### src/rtl/ser_tx.sv
// rtl/ser_tx.sv - double-buffered parallel-to-serial transmitter with per-word done strobe
module ser_tx #(
    parameter int unsigned WIDTH     = 8,
    parameter bit          LSB_FIRST = 1'b1,
    parameter logic        IDLE_BIT  = 1'b0
) (
    input  logic             clk_i,
    input  logic             res_i,
    input  logic [WIDTH-1:0] data_i,
    input  logic             valid_i,
    output logic             ready_o,
    input  logic             bit_en_i,
    output logic             w_o,
    output logic             done_o,
    output logic             busy_o
);

    localparam int unsigned      CW   = $clog2(WIDTH);
    localparam logic [CW-1:0]    LAST = CW'(WIDTH - 1);

    typedef enum logic {
        ST_IDLE,
        ST_SHIFT
    } state_t;

    state_t           state_q;
    logic             hold_full_q;
    logic [WIDTH-1:0] hold_q;
    logic [WIDTH-1:0] shreg_q;
    logic [CW-1:0]    bitcnt_q;
    logic             w_q;
    logic             done_q;

    logic             accept;
    logic             head_bit;
    logic [WIDTH-1:0] shreg_d;

    // Ready depends only on state and reset, never on valid_i.
    assign ready_o = !hold_full_q && !res_i;
    assign accept  = valid_i && ready_o;
    assign busy_o  = (state_q == ST_SHIFT) || hold_full_q;
    assign w_o     = w_q;
    assign done_o  = done_q;

    // Head bit to emit next and the shift register advanced toward the head.
    always_comb begin
        head_bit = LSB_FIRST ? shreg_q[0] : shreg_q[WIDTH-1];
        shreg_d  = LSB_FIRST ? (shreg_q >> 1) : (shreg_q << 1);
    end

    // Handshake capture, IDLE/SHIFT sequencing and registered serial outputs.
    always_ff @(posedge clk_i) begin
        if (res_i) begin
            state_q     <= ST_IDLE;
            hold_full_q <= 1'b0;
            hold_q      <= '0;
            shreg_q     <= '0;
            bitcnt_q    <= '0;
            w_q         <= IDLE_BIT;
            done_q      <= 1'b0;
        end else begin
            done_q <= 1'b0;
            // Accept and the hold->shreg transfers below are mutually exclusive:
            // accept needs hold empty, a transfer needs hold full.
            if (accept) begin
                hold_q      <= data_i;
                hold_full_q <= 1'b1;
            end
            case (state_q)
                ST_IDLE: begin
                    if (bit_en_i) begin
                        w_q <= IDLE_BIT;
                    end
                    // Loading the shifter does not wait for a bit strobe.
                    if (hold_full_q) begin
                        shreg_q     <= hold_q;
                        hold_full_q <= 1'b0;
                        bitcnt_q    <= '0;
                        state_q     <= ST_SHIFT;
                    end
                end
                ST_SHIFT: begin
                    if (bit_en_i) begin
                        w_q      <= head_bit;
                        shreg_q  <= shreg_d;
                        bitcnt_q <= bitcnt_q + CW'(1);
                        if (bitcnt_q == LAST) begin
                            done_q <= 1'b1;
                            // Reload directly so the next word follows with no gap.
                            if (hold_full_q) begin
                                shreg_q     <= hold_q;
                                hold_full_q <= 1'b0;
                                bitcnt_q    <= '0;
                            end else begin
                                state_q <= ST_IDLE;
                            end
                        end
                    end
                end
                default: state_q <= ST_IDLE;
            endcase
        end
    end

endmodule

### config.mk
export PLATFORM = sky130hd
export DESIGN_NAME = ser_tx
export DESIGN_NICKNAME = d
export VERILOG_FILES = /design/src/rtl/ser_tx.sv
export SDC_FILE = /design/constraint.sdc
export NUM_CORES = 1
export LEC_CHECK = 0
export ABC_AREA = 0
export BUFFER_PORTS_ARGS = -buffer_cell sky130_fd_sc_hd__buf_2
export CAP_MARGIN = 15
export CORE_MARGIN = 2
export CORE_UTILIZATION = 43
export CTS_CLUSTER_SIZE = 20
export DETAILED_ROUTE_END_ITERATION = 10
export HOLD_SLACK_MARGIN = 0.06
export PLACE_DENSITY = 0.66
export SYNTH_ARGS = -nofsm -noshare
export SYNTH_HDL_FRONTEND = slang
export SYNTH_SLANG_ARGS = --single-unit
### constraint.sdc
create_clock -name clk_i -period 1.44 [get_ports clk_i]
set_input_delay 0.216 -clock clk_i [delete_from_list [all_inputs] [get_ports clk_i]]
set_output_delay 0.216 -clock clk_i [all_outputs]
set_load 0.05 [all_outputs]
Yosys cells after proc, flatten, opt, wreduce, memory -nomap -nowiden. Cells that the tools add are included.

Flip-flop bits (word level): 23. Bits of input ports: 12. Output and inout bits: 4. Word-level logic and storage cells: 45.

Add/subtract/negate cells: 1. Equality and inequality tests: 4. Multiplexer cells: 23. Bitwise operators: 2. Reductions and logical operators: 8.

Operator list (count): $mux W8 (4); $pmux W8 S2 (1); $mux W3 (4); $mux W1 (10); $ne A2 B2 Y1 const B (3); $pmux W1 S2 (3); $pmux W3 S2 (1); $reduce_and A2 Y1 (2); $add A3 B1 Y3 const B (1); $eq A3 B3 Y1 const B (1); $reduce_or A3 Y1 (1); $logic_and A1 B1 Y1 (2); $logic_not A1 Y1 (2); $not A1 Y1 (2); $logic_or A1 B1 Y1 (1).

Logic depth before layout (Yosys ltp).
Word-level depth: 8. Mapped depth: 6. Mapped depth without buffers: 5.

Worst setup path after synthesis. Ideal clock, no wire load.

Path type: register to register. From: reg bitcnt_q[0]. To: reg shreg_q[3]. Library setup time: 134 ps. Data arrival time: 1244 ps. Data required time: 1306 ps. Setup slack: 62 ps. Cell stages (with the launch flop): 7. Path buffers: 1. Clock period less this slack: 1378 ps. Path through: dfxtp_1 ha_1 ha_1 a21boi_2 buf_6 mux2i_1 a211oi_1.

Longest elaborated chain between the ends: 4.

RTL lines: from (decl) (line 30) `logic [CW-1:0] bitcnt_q;`; from (signal assigned) (line 86) `bitcnt_q <= bitcnt_q + CW'(1);`; $eq A3 B3 Y1 (line 87) `if (bitcnt_q == LAST) begin`; $mux W8 (line 87); $mux W8 (line 83) `if (bit_en_i) begin`; $pmux W8 S2 (line 69) `case (state_q)`; to (signal assigned) (line 76) `shreg_q <= hold_q;`; to (signal assigned) (line 85) `shreg_q <= shreg_d;`; to (signal assigned) (line 91) `shreg_q <= hold_q;`; to (decl) (line 29) `logic [WIDTH-1:0] shreg_q;`.

No other way between the ends. The select of a mux whose other input is x is not followed. A chain may end at the register's enable or synchronous reset.

Worst setup path in the final report.
From: reg bitcnt_q[0]. To: reg shreg_q[0].

The elaborated chain is that of the path after synthesis.

==> results.tsv <==
stage	metric	value	unit
outcome	status	finished with violations	
outcome	failing checks	setup timing	
yosys	share of the synthesized area in the top cell type	46.9	%
power	Pwr Density	1010	mW/mm2
flow_run	max-cap violations	0	
power	Int Power	0.000869	W
yosys	Avg Inst Size Synth	9.00	um2
final_layout	Final Core Density	54.2	%
yosys	Synth Area in XOR/XNOR	0	%
place	placed inst area	0.00109	mm2
yosys	Post-synth EDFFs	0	
place	# port buffers	15	
hold_path	Worst Hold Class	primary input to register	
yosys	Yosys cell types	23	
floorplanning	num ports	16	
yosys	top-count cell post-synth	dfxtp_1	
clock_network	Reg clk slew, reported paths	0.13	ns
final_layout	Seq. cell area	470	um2
yosys	mux share of post-synthesis cell area	9.31	%
power	Static Leak	0.458	nW
timing	RSZ-0062 raised after global routing	true	
timing	fin crit share	101	%
power	maximum VDD drop	551	uV
yosys	Mapped Nets	124	
timing	final hold violations	0	
yosys	cell count after synthesis	109	
timing	Setup WS post-layout	-0.0102	ns
yosys	top area cells in the synthesized netlist	dfxtp_1 (47%), mux2i_1 (8.2%), nand2_1 (7.7%)	
final_layout	Layout Cell Area excl Fill	0.00119	mm2
clock_network	Max clock buf depth	2	
detailed_routing	Initial DRT Pass Iterations	4	
detailed_routing	Avg WL per Cell	12.8	um
detailed_routing	DR vias/cell	5.20	
clock_network	CTS Root Cell	clkbuf_4	
clock_network	CTS Buf Count	3	
global_route	number of global-route vias before repair	713	
global_route	GR Overflow Total	0	
yosys	area leader, netlist	dfxtp_1	
clock_network	Clock Latency Late Sink	0.31	ns
global_route	met3 usage	3.16	%
power	Net Sw Power	0.000335	W
global_route	first-pass GRT wire length	3240	um
floorplanning	Core Area	0.00219	mm2
global_route	largest net degree at the start of global routing	15	
timing	shortest period the worst path allows	1.45	ns
floorplanning	die height	51.8	um
timing	final hold slack	0.120	ns
clock_network	CTS sink count	23	
timing	Final Slew Violations	0	
final_layout	diodes inserted	0	
detailed_routing	initial drt markers	11	
clock_network	Max H-tree Level	1	
yosys	main combinational cell family by area after synthesis	simple AND/OR/NAND/NOR gates	
detailed_routing	DRC errors left	0	
worst_setup_path	crit path kind	register to register	
yosys	sequential area share after synthesis	46.9	%
timing	Max Clk Rate	0.690	GHz
yosys	FFs w/ async S/R, synth	0	%
global_route	initial antenna violation count	0	
worst_setup_path	critical path peak fanout	7	
yosys	Post-Synth Simple-Gate Area	18.5	%
place	GPL Wtd Cong	0.822	
power	Clk network pwr share	24.9	%
final_layout	FILL cells	210	
final_layout	Layout Area Growth over Synthesis	21.0	%
yosys	ys flop type	dfxtp_1	
timing	Slew HR	59.4	%
final_layout	nets	141	
global_route	GRT Overall Usage	16.6	%
floorplanning	Die X	51.8	um
yosys	Yosys warning count	0	
yosys	post-synthesis adder-cell area fraction	3.83	%
power	sequential fraction of design power	58.5	%
floorplanning	row cnt	17	
detailed_routing	antenna viol nets, final	0	
power	sw frac	27.8	%
yosys	#FFs+latches synth	23	
global_route	GRT Max-Usage Layer	met2	
timing	worst slew pin tran	0.608	ns
worst_setup_path	CP endpoint kind	register	
power	Combinational Power Share	16.6	%
place	DP Worst Slack	-0.0437	ns
timing	Clock Skew	0.00327	ns
global_route	GRT met1 Usage	21.9	%
detailed_routing	via count	796	
yosys	Post-Synthesis Cell Area	981	um2
floorplanning	initial cell density of the core	44.8	%
yosys	most frequent cells after synthesis	dfxtp_1 (23), nand2_1 (20), a21oi_1 (13)	
clock_network	CTS tree	yes	
floorplanning	die area	0.00268	mm2
timing	Final Setup Violations	1	
detailed_routing	final wirelength	1960	um
worst_setup_path	Worst Path Arrival	1.66	ns
worst_setup_path	Worst Setup Start Kind	register	
yosys	Compound-Gate Fraction of Synth Area	15.8	%
clock_network	CTS Hold Bufs	0	
worst_setup_path	Worst Path Required	1.65	ns
global_route	GR Util met2	24.6	%
final_layout	layout cells sized above 1	30.4	%
final_layout	area of the multi-input gates	512	um2
==> worst paths after layout <==
| kind | from | endpoint | slack, ns | cells past startpoint |
|---|---|---|---|---|
| setup / recovery | bitcnt_q[0] | shreg_q[0] | -0.01 | 6 |
| hold / removal | data_i[6] | hold_q[6] | 0.12 | 3 |
| setup reg to reg | bitcnt_q[0] | shreg_q[0] | -0.01 | 6 |
| hold reg to reg | hold_q[7] | hold_q[7] | 0.47 | 2 |
==> worst max-delay path, stage by stage, from the launching register on <==
cell	delay, ns
dfxtp_4	0.38
ha_4	0.17
ha_4	0.17
a21boi_4	0.17
buf_12	0.14
mux2i_2	0.23
a211oi_2	0.10
==> power groups by stage <==
stage | Clock (W) | Sequential [W] | Combinational, W
floorplan | 0 | 0.000704 | 0.000146
global placement | 0 | 0.000715 | 0.000176
detailed placement | 0 | 0.000717 | 0.000179
CTS | 0.000309 | 0.000700 | 0.000196
global route | 0.000340 | 0.000711 | 0.000223
finish | 0.000300 | 0.000704 | 0.000200
==> layer usage <==
metal	wire [um]	up-vias	part of all wire [%]
li1	-	404	-
met1	849	366	43
met2	964	20	49
met3	101	6	5.1
met4	48	0	2.4
met5	0	-	0
==> area by class of cell <==
| type | count | area share [%] |
|---|---|---|
| Multi-Input combinational cell | 77 | 43.1 |
| Sequential cell | 23 | 39.6 |
| Timing Repair Buffer | 21 | 12.0 |
| Clock buffer | 3 | 1.90 |
| Tap cell | 28 | 2.95 |
| Clock inverter | 1 | 0.421 |
==> cells in the final DEF, fill, tap and decap left out, types with 2 or more instances in the layout <==
| cell type | n |
|---|---|
| buf_2 | 14 |
| nor2_1 | 12 |
| nand2b_1 | 2 |
| dfxtp_1 | 19 |
| dfxtp_2 | 2 |
| ha_4 | 2 |
| a211oi_1 | 6 |
| buf_4 | 5 |
| nand2_1 | 20 |
| clkbuf_4 | 3 |
| mux2i_1 | 7 |
| a21oi_1 | 13 |
| nand4_1 | 2 |
| dfxtp_4 | 2 |
==> flip-flops by register name, indices dropped and copies added, names as in the netlist <==
name,flops
hold_q,8
shreg_q,8
bitcnt_q,3
done_o,1
hold_full_q,1
state_q,1
w_o,1
==> repair_timing <==
action                     CTS  global route
gates cloned                 0             0
setup endpoints to repair    8            13
setup buffers                1             1
pin swaps                    2             7
resized for setup            9             9
==> kinds of logic after synthesis <==
kind of cell,Yosys count
flip-flops,23
buffers and inverters,9
AO/OA/AOI/OAI,24
multiplexers,9
AND/OR/NAND/NOR,41
adder cells (fa/ha/maj),3
==> metrics by stage <==
| stage | TNS [ns] | power [W] | std cells |
|---|---|---|---|
| after global placement | 0 | 0.000890 | 148 |
| after CTS | 0 | 0.00120 | 153 |
| after floorplan | 0 | 0.000850 | 109 |
| after detailed placement | -0.159 | 0.000897 | 148 |
| final | -0.0102 | 0.00120 | 153 |
| after global routing | -0.238 | 0.00127 | 153 |
Power figures use the tool's default switching activity.
